### src/rtl/uart_pkg.sv
// Shared UART definitions: data width, default baud divisor and receiver FSM states.
// Pure declarations; no latency.
// No flow control involved.
package uart_pkg;

    localparam int UART_DATA_BITS    = 8;
    localparam int UART_CLKS_PER_BIT = 5208;

    typedef enum logic [2:0] {
        IDLE,
        START,
        DATA,
        STOP,
        BREAK
    } uart_rx_state_e;

endpackage

### src/rtl/uart_rx_sync.sv
// Flop chain that brings the asynchronous rx line into the clk domain.
// Latency: STAGES cycles.
// No backpressure; resets to 1 so an idle line is seen during and after reset.
module uart_rx_sync #(
    parameter int STAGES = 2
) (
    input  logic clk,
    input  logic rst,
    input  logic d,
    output logic q
);

    logic [STAGES-1:0] chain;

    always_ff @(posedge clk or negedge rst) begin
        if (!rst) begin
            chain <= '1;
        end else begin
            chain <= {chain[STAGES-2:0], d};
        end
    end

    assign q = chain[STAGES-1];

endmodule

### src/rtl/uart_rx.sv
// 8N1 UART receiver with a single-entry holding register read through uart_sel & rd.
// Latency: rx_valid_o rises SYNC_STAGES + CLKS_PER_BIT/2 + 9*CLKS_PER_BIT + 1 cycles after the start edge.
// No backpressure: an unread byte is overwritten and flagged on overrun_o.
module uart_rx
    import uart_pkg::*;
#(
    parameter int CLKS_PER_BIT = UART_CLKS_PER_BIT,
    parameter int SYNC_STAGES  = 2
) (
    input  logic                      clk,
    input  logic                      rst,
    input  logic                      rx,
    input  logic                      uart_sel,
    input  logic                      rd,
    output logic [UART_DATA_BITS-1:0] data_o,
    output logic                      rx_valid_o,
    output logic                      frame_err_o,
    output logic                      overrun_o,
    output logic                      busy_o
);

    localparam int CNT_W = $clog2(CLKS_PER_BIT);
    localparam int IDX_W = $clog2(UART_DATA_BITS);
    localparam logic [CNT_W-1:0] BIT_END  = CNT_W'(CLKS_PER_BIT - 1);
    localparam logic [CNT_W-1:0] HALF_END = CNT_W'(CLKS_PER_BIT / 2 - 1);
    localparam logic [IDX_W-1:0] LAST_BIT = IDX_W'(UART_DATA_BITS - 1);

    uart_rx_state_e            state;
    uart_rx_state_e            state_nxt;
    logic                      rx_s;
    logic [CNT_W-1:0]          cnt;
    logic [IDX_W-1:0]          bit_idx;
    logic [UART_DATA_BITS-1:0] shreg;
    logic                      counting;
    logic                      bit_smp;
    logic                      load;
    logic                      rd_evt;

    uart_rx_sync #(
        .STAGES (SYNC_STAGES)
    ) u_sync (
        .clk (clk),
        .rst (rst),
        .d   (rx),
        .q   (rx_s)
    );

    always_ff @(posedge clk or negedge rst) begin
        if (!rst) begin
            state <= IDLE;
        end else begin
            state <= state_nxt;
        end
    end

    always_comb begin
        state_nxt = state;
        case (state)
            IDLE:    if (!rx_s) state_nxt = START;
            START:   if (cnt == HALF_END) state_nxt = rx_s ? IDLE : DATA;
            DATA:    if (cnt == BIT_END && bit_idx == LAST_BIT) state_nxt = STOP;
            STOP:    if (cnt == BIT_END) state_nxt = rx_s ? IDLE : BREAK;
            BREAK:   if (rx_s) state_nxt = IDLE;
            default: state_nxt = IDLE;
        endcase
    end

    always_comb begin
        busy_o   = (state != IDLE);
        counting = (state == START) || (state == DATA) || (state == STOP);
        bit_smp  = (state == DATA) && (cnt == BIT_END);
        load     = (state == STOP) && (cnt == BIT_END);
    end

    // Only an actual unread byte can be consumed; reads of an empty register are ignored.
    assign rd_evt = uart_sel & rd & rx_valid_o;

    always_ff @(posedge clk or negedge rst) begin
        if (!rst) begin
            cnt     <= '0;
            bit_idx <= '0;
            shreg   <= '0;
        end else begin
            if (state_nxt != state || bit_smp) begin
                cnt <= '0;
            end else if (counting) begin
                cnt <= cnt + 1'b1;
            end
            if (state == START) begin
                bit_idx <= '0;
            end else if (bit_smp) begin
                bit_idx <= bit_idx + 1'b1;
            end
            if (bit_smp) begin
                shreg <= {rx_s, shreg[UART_DATA_BITS-1:1]};
            end
        end
    end

    always_ff @(posedge clk or negedge rst) begin
        if (!rst) begin
            data_o      <= '0;
            rx_valid_o  <= 1'b0;
            frame_err_o <= 1'b0;
            overrun_o   <= 1'b0;
        end else if (load) begin
            data_o     <= shreg;
            rx_valid_o <= 1'b1;
            // A simultaneous read retires the old byte, so flags describe only the new one.
            if (rd_evt) begin
                frame_err_o <= ~rx_s;
                overrun_o   <= 1'b0;
            end else begin
                frame_err_o <= frame_err_o | ~rx_s;
                overrun_o   <= overrun_o | rx_valid_o;
            end
        end else if (rd_evt) begin
            rx_valid_o  <= 1'b0;
            frame_err_o <= 1'b0;
            overrun_o   <= 1'b0;
        end
    end

endmodule
### config.mk
export PLATFORM = sky130hd
export DESIGN_NAME = uart_rx
export DESIGN_NICKNAME = d
export VERILOG_FILES = /design/src/rtl/uart_pkg.sv /design/src/rtl/uart_rx_sync.sv /design/src/rtl/uart_rx.sv
export SDC_FILE = /design/constraint.sdc
export NUM_CORES = 1
export LEC_CHECK = 0
export ABC_AREA = 1
export CAP_MARGIN = 20
export CORE_ASPECT_RATIO = 1.25
export CORE_UTILIZATION = 57
export CTS_CLUSTER_DIAMETER = 150
export DETAILED_ROUTE_END_ITERATION = 6
export PLACE_DENSITY = 0.79
export SETUP_SLACK_MARGIN = 0.2
export SYNTH_ARGS = -nofsm -noshare
export SYNTH_HDL_FRONTEND = slang
export SYNTH_SLANG_ARGS = --single-unit
### constraint.sdc
create_clock -name clk -period 2.1 [get_ports clk]
set_clock_uncertainty 0.05 [all_clocks]
set_input_delay 0.42 -clock clk [delete_from_list [all_inputs] [get_ports clk]]
set_output_delay 0.42 -clock clk [all_outputs]
set_load 0.02 [all_outputs]
==> results of run 1 <==
## layer usage
metal | GRT usage | up-vias
li1 | - | 772
met1 | 0.2253 | 714
met2 | 0.4292 | 34
met3 | 0.05410 | 8
met4 | 0.09063 | 0
met5 | 0 | -
## layout by cell type (no fill, tap or decap), types with 4 or more instances in the layout
master / instances
clkbuf_8: 5
clkdlybuf4s50_1: 14
dfrtp_1: 37
inv_1: 27
inv_2: 4
nand2_1: 53
nand3_1: 8
nand3_2: 7
nand4_1: 5
nor2_1: 14
nor2_2: 18
nor3_1: 4
o21ai_0: 16
xor2_1: 9
## per-stage QoR
| step | hold WS [ns] | power, mW | cell area, sq um | cells | util |
|---|---|---|---|---|---|
| after detailed placement | 0.2984 | 0.8519 | 2235 | 285 | 0.6752 |
| after global routing | 0.1726 | 1.351 | 2335 | 293 | 0.7055 |
| after CTS | 0.1394 | 1.318 | 2315 | 292 | 0.6994 |
| after floorplan | 0.07441 | 0.8143 | 2037 | 233 | - |
| final | 0.1313 | 1.298 | 2335 | 293 | 0.7055 |
| after global placement | 0.2971 | 0.8510 | 2235 | 285 | 0.6752 |
## final timing paths
check,start,endpoint,cells past startpoint
setup / recovery,cnt[0]$_DFFE_PN0P_,cnt[2]$_DFFE_PN0P_,10
hold / removal,rst,data_o[1]$_DFFE_PN0P_,2
setup reg to reg,cnt[0]$_DFFE_PN0P_,cnt[2]$_DFFE_PN0P_,10
hold reg to reg,u_sync.chain[0]$_DFF_PN1_,u_sync.chain[1]$_DFF_PN1_,0
max in group asynchronous,rst,u_sync.chain[1]$_DFF_PN1_,2
min in group clk,u_sync.chain[0]$_DFF_PN1_,u_sync.chain[1]$_DFF_PN1_,0
## final cells by class
cell class,instances,area share
inverters,32,0.05252
flip-flops and latches,40,0.4303
well taps,37,0.01983
repair buffers,19,0.07396
clock buffers,6,0.03108
clock inverters,1,0.002144
multi-input cells,158,0.3901
## flip-flops by register name, indices dropped and copies added, names as in the netlist
register      cells
data_o            8
bit_idx           3
frame_err_o       1
overrun_o         1
u_sync.chain      2
cnt              13
shreg             8
state             3
rx_valid_o        1
## cells in the mapped netlist, drive strengths merged
cell,count,area (sq um)
a21oi,3,18.77
o21ai,17,88.84
inv,31,118.9
nand3,15,110.1
ha,3,37.54
clkbuf,2,7.510
mux2,1,11.26
o22ai,1,6.260
nor2,35,191.4
nor4,1,6.260
buf,2,18.77
dfrtp,38,950.9
clkinv,1,3.750
dfstp,2,52.55
or2,2,12.51
nor3,6,46.30
nand2,58,235.2
xor2,9,78.83
mux2i,1,10.01
nand4,5,31.28
## cell families after synthesis
group / share of synthesized area
xor gates and xnor gates: 0.03870
adders and majority gates: 0.01843
buffers and inverters: 0.07310
and+or+nand+nor: 0.3108
DFF: 0.4926
AOI/OAI and AO/OA: 0.05590
muxes: 0.01044
## timing repair
item,4_1_cts,5_1_grt
endpoints found under the hold margin,0,0
setup endpoints to repair,1,14
resized for setup,4,7
pin swaps,0,3
cloned,0,1
## power breakdown
| group | internal, mW | switching, mW |
|---|---|---|
| clock network | 0.225 | 0.236 |
| registers | 0.780 | 0.00467 |
| logic | 0.0204 | 0.0312 |
==> flow_summary_export.csv, run 1 <==
group,metric,value,unit
die,die_area,3818,sq um
timing,slew_viol_final,0,
flow_run,cap_violations,0,
cts,ctsHoldBuffers,0,
timing,max_freq,571.6,MHz
die,die_h,68.84,microns
global_route,track_usage,0.2190,
cells_and_area,final_nets,264,
global_route,gr-total-overflow,0,
yosys,ys.warnings.count,0,
worst_setup_path,crit_path_top_delay_cell,"dfrtp_1",
worst_setup_path,max_stage_delay,0.41,ns
yosys,syn_nets,241,
drt,routed-wl-met3,119,microns
timing,setup_slack,0.3504,ns
cells_and_area,area_delta_synth_final,14.62,%
drt,met2_length,2010,microns
yosys,ys_types,32,
drt,wl,3696,microns
drt,drc,0,
worst_setup_path,critPathLaunchType,"flop",
cts,cts_tree,"yes",
die,start_util,0.6155,
cells_and_area,drive_gt1_frac,0.2383,
place,place_hpwl,2655,microns
power_and_ir_drop,power.leakage,1.046,nW
yosys,synth_area,2037,sq um
drt,wl_per_cell,12.61,microns
status,status,"completed",
drt,drt_first_pass_iters,4,
yosys,syn_inst,233,
min_path,worst_hold_path_type,"in2async",
yosys,ys_ff_latch,40,
die,die_x,55.47,microns
drt,met1_length,1512,microns
cts,clock_path_buffers,2,
place,portBuffers,16,
timing,worst_pin_slew,0.4999,ns
cts,numCtsBuffers,5,
place,gp_congestion,0.8243,
cells_and_area,antenna_cells,0,
power_and_ir_drop,peakVddDrop,0.0004594,V
worst_setup_path,cp_num_buf_inv,1,
timing,relSlewSlack,0.6667,
place,pre_cts_ws,0.2341,ns
cts,htreeDepth,2,
timing,fin_tns_setup,0,ns
worst_setup_path,cp-end-kind,"flop",
cts,path_clk_slew,0.07,ns
global_route,grt_pass1_vias,1566,
drt,routed.top_layer,"met4",
drt,drt_iter0_drc,67,
drt,vias,1528,
global_route,grt_pass1_wl,6430,microns
worst_setup_path,critical-path-top-delay-family,"simple AND/OR/NAND/NOR gates",
global_route,grt_max_degree,41,
die,io_pins,17,
cts,clock_sinks,40,
worst_setup_path,path_class,"reg2reg",
die,coreArea,3309,sq um
cells_and_area,multi_input_area,910.9,sq um
die,rows,23,
cells_and_area,fillCellCount,265,
timing,fin_crit_sh,0.8331,
timing,setup_viol,0,
cells_and_area,regArea,1005,sq um
worst_setup_path,critPathMaxFanout,7,
timing,fin_crit,1.750,ns
worst_setup_path,cp_data_required_time,2.27,ns
yosys,yosysSeqAreaShare,0.4926,
worst_setup_path,crit_chain,"ha_2 -> nand2_2 -> inv_2 -> nand2_2 -> nor2_2 -> nand4_1 -> nand4_1 -> nor2_4 -> nand2_4 -> nor2_1",
power_and_ir_drop,p_per_area,555.9,nW/um^2
drt,vias_per_cell,5.215,
global_route,antenna_found_initial,0,
timing,rsz0062_at_grt,"false",
worst_setup_path,arrival,1.92,ns
timing,finalHoldViolations,0,
worst_setup_path,r2r_setup_slack,0.35,ns
yosys,syn_avg_cell_area,8.742,sq um
drt,ant_nets,0,
cts,post_cts_buffers,0,
cts,cts_root_buf,"clkbuf_8",
cts,clk_latency,0.29,ns
Note: power is estimated with default switching activity, not from simulation.
==> run 2: changes to the inputs <==
--- a/config.mk
+++ b/config.mk
@@ -8,10 +8,10 @@
 export ABC_AREA = 1
 export CAP_MARGIN = 20
 export CORE_ASPECT_RATIO = 1.25
-export CORE_UTILIZATION = 57
+export CORE_UTILIZATION = 51
 export CTS_CLUSTER_DIAMETER = 150
 export DETAILED_ROUTE_END_ITERATION = 6
-export PLACE_DENSITY = 0.79
+export PLACE_DENSITY = 0.74
 export SETUP_SLACK_MARGIN = 0.2
 export SYNTH_ARGS = -nofsm -noshare
 export SYNTH_HDL_FRONTEND = slang
==> constraint.sdc (replaced) <==
create_clock -name clk -period 1.6 [get_ports clk]
set_clock_uncertainty 0.05 [all_clocks]
set_input_delay 0.32 -clock clk [delete_from_list [all_inputs] [get_ports clk]]
set_output_delay 0.32 -clock clk [all_outputs]
set_load 0.02 [all_outputs]
==> run 2 against run 1 <==
The flow now finishes with violations (setup timing). Cell count rose by 17%. Worst hold slack improved by 0.19 ns. Non-clock buffer count rose by 32. Critical endpoint unchanged. Largest cell class unchanged. Highest routed layer unchanged.
==> flow_summary_export.csv, run 2 (synthesized netlist as in run 1, its figures left out) <==
group,metric,value,unit
timing,fin_tns_setup,-0.9909,ns
drt,drt_iter0_drc,72,
timing,max_freq,594.3,MHz
cts,numCtsBuffers,5,
drt,vias,1653,
global_route,grt_pass1_wl,6768,microns
cts,clock_sinks,40,
worst_setup_path,r2r_setup_slack,-0.08,ns
timing,relSlewSlack,0.7952,
worst_setup_path,cp_data_required_time,1.74,ns
timing,fin_crit,1.683,ns
cells_and_area,layout_common_cells,"nand2_1 (48), dfrtp_1 (37), inv_1 (24)",
timing,finalHoldViolations,0,
min_path,hold_end,"u_sync.chain[1]$_DFF_PN1_",
status,status,"finished, violations left",
power_and_ir_drop,power.leakage,1.302,nW
drt,ant_nets,0,
die,rows,25,
worst_setup_path,cp-end-kind,"flop",
cts,htreeDepth,2,
cells_and_area,final_common_cell,"nand2_1",
die,die_x,58.53,microns
place,place_hpwl,2779,microns
power_and_ir_drop,p_per_area,700.6,nW/um^2
timing,worst_pin_slew,0.3044,ns
place,portBuffers,16,
timing,slew_viol_final,0,
cells_and_area,finalCoreUtilization,0.7246,
worst_setup_path,worstReg2RegStart,"cnt[1]$_DFFE_PN0P_",
global_route,grt_pass1_vias,1646,
cells_and_area,top_regs,"cnt (13), data_o (8), shreg (8)",
flow_run,cap_violations,0,
power_and_ir_drop,peakVddDrop,0.0004775,V
die,start_util,0.5338,
cts,clk_latency,0.30,ns
drt,drc,0,
cts,path_clk_slew,0.08,ns
worst_setup_path,arrival,1.82,ns
place,pre_cts_ws,-0.1022,ns
place,gp_congestion,0.8782,
status,violations,"setup timing",
cells_and_area,area_delta_synth_final,35.75,%
timing,setup_viol,18,
cells_and_area,final_cell_area,2765,sq um
timing,setup_slack,-0.08263,ns
cells_and_area,antenna_cells,0,
drt,wl_per_cell,12.17,microns
cells_and_area,final_nets,295,
cts,cts_root_buf,"clkbuf_8",
place,post_dp_cell_area,2442,sq um
min_path,hp-start,"u_sync.chain[0]$_DFF_PN1_",
worst_setup_path,critPathLaunchType,"flop",
worst_setup_path,path_class,"reg2reg",
die,coreArea,3816,sq um
cells_and_area,largest_reg_flops,13,
timing,hold_slack,0.3175,ns
cts,cts_tree,"yes",
cts,clock_path_buffers,2,
die,die_h,72.66,microns
timing,rsz0062_at_grt,"true",
die,io_pins,17,
worst_setup_path,critPathMaxFanout,13,
drt,wl,4162,microns
die,die_area,4252,sq um
min_path,worst_hold_path_type,"reg2reg",
worst_setup_path,r2r_end,"cnt[2]$_DFFE_PN0P_",
drt,vias_per_cell,4.833,
global_route,antenna_found_initial,0,
worst_setup_path,rr_worst_depth,11,
cells_and_area,max_flop_register,"cnt",
global_route,gr-total-overflow,0,
drt,drt_first_pass_iters,4,
min_path,min_path_cells,0,
timing,fin_crit_sh,1.052,
global_route,track_usage,0.2125,
global_route,grt_max_degree,41,
cells_and_area,drive_gt1_frac,0.3646,
[run 2: per-stage QoR]
stage          cells  power, mW
2_1_floorplan    233      1.069
6_report         342      1.937
5_1_grt          342      2.015
4_1_cts          335      1.958
3_5_place_dp     323      1.124
3_3_place_gp     323      1.122
[run 2: final cells by class]
class                   count  area (sq um)
multi-input cells         157         975.9
clock buffers               5         68.82
repair buffers             51         473.0
well taps                  54         67.56
flip-flops and latches     40          1005
fillers                   298          1051
inverters                  32         127.6
clock inverters             3         47.55
[run 2: layer usage]
metal / track usage / vias up / part of all wire
met5: 0 / - / 0
met2: 0.3729 / 27 / 0.51
met4: 0.1138 / 0 / 0.025
met1: 0.2471 / 778 / 0.44
met3: 0.03191 / 10 / 0.025
li1: - / 838 / -
[run 2: worst max-delay path by stage]
| stage | startpoint | to | slack, ns | cells after the start |
|---|---|---|---|---|
| after floorplan | cnt[0]$_DFFE_PN0P_ | cnt[8]$_DFFE_PN0P_ | -0.02 | 11 |
| after global placement | state[2]$_DFF_PN0_ | cnt[0]$_DFFE_PN0P_ | -0.04 | 10 |
| after detailed placement | state[2]$_DFF_PN0_ | cnt[1]$_DFFE_PN0P_ | -0.10 | 10 |
| after CTS | cnt[1]$_DFFE_PN0P_ | cnt[0]$_DFFE_PN0P_ | -0.07 | 11 |
| after global routing | cnt[1]$_DFFE_PN0P_ | cnt[2]$_DFFE_PN0P_ | -0.21 | 11 |
| final | cnt[1]$_DFFE_PN0P_ | cnt[2]$_DFFE_PN0P_ | -0.08 | 11 |
[run 2: repair_timing]
action / in CTS / in global routing
setup buffers: 3 / 6
gates resized for setup: 27 / 38
gates cloned: 0 / 1
hold buffers: 1 / 0
endpoints found under the hold margin: 38 / 0
setup endpoints to repair: 47 / 43
pin swaps: 0 / 10
[run 2: worst max-delay path: stages (launching register included)]
cell and delay (ns):
dfrtp_1 0.41, ha_4 0.18, nand2_4 0.06, clkinv_4 0.07
nand2_4 0.05, nor2_2 0.18, nand3_2 0.11, nand4_1 0.12
nor2_2 0.05, nand2_2 0.08, buf_12 0.15, nor2_1 0.06
[run 2: power breakdown]
group / total, mW / switching [mW] / internal (mW)
Sequential: 1.03 / 0.00599 / 1.02
Clock: 0.837 / 0.368 / 0.470
Combinational: 0.0716 / 0.0435 / 0.0281
==> run 3: changes to the inputs <==
--- a/config.mk
+++ b/config.mk
@@ -6,6 +6,7 @@
 export NUM_CORES = 1
 export LEC_CHECK = 0
 export ABC_AREA = 1
+export ABC_CLOCK_PERIOD_IN_PS = 1600
 export CAP_MARGIN = 20
 export CORE_ASPECT_RATIO = 1.25
 export CORE_UTILIZATION = 51
==> results of run 3 <==
Same layout as run 2: the final DEF is identical, and so are final timing and power.
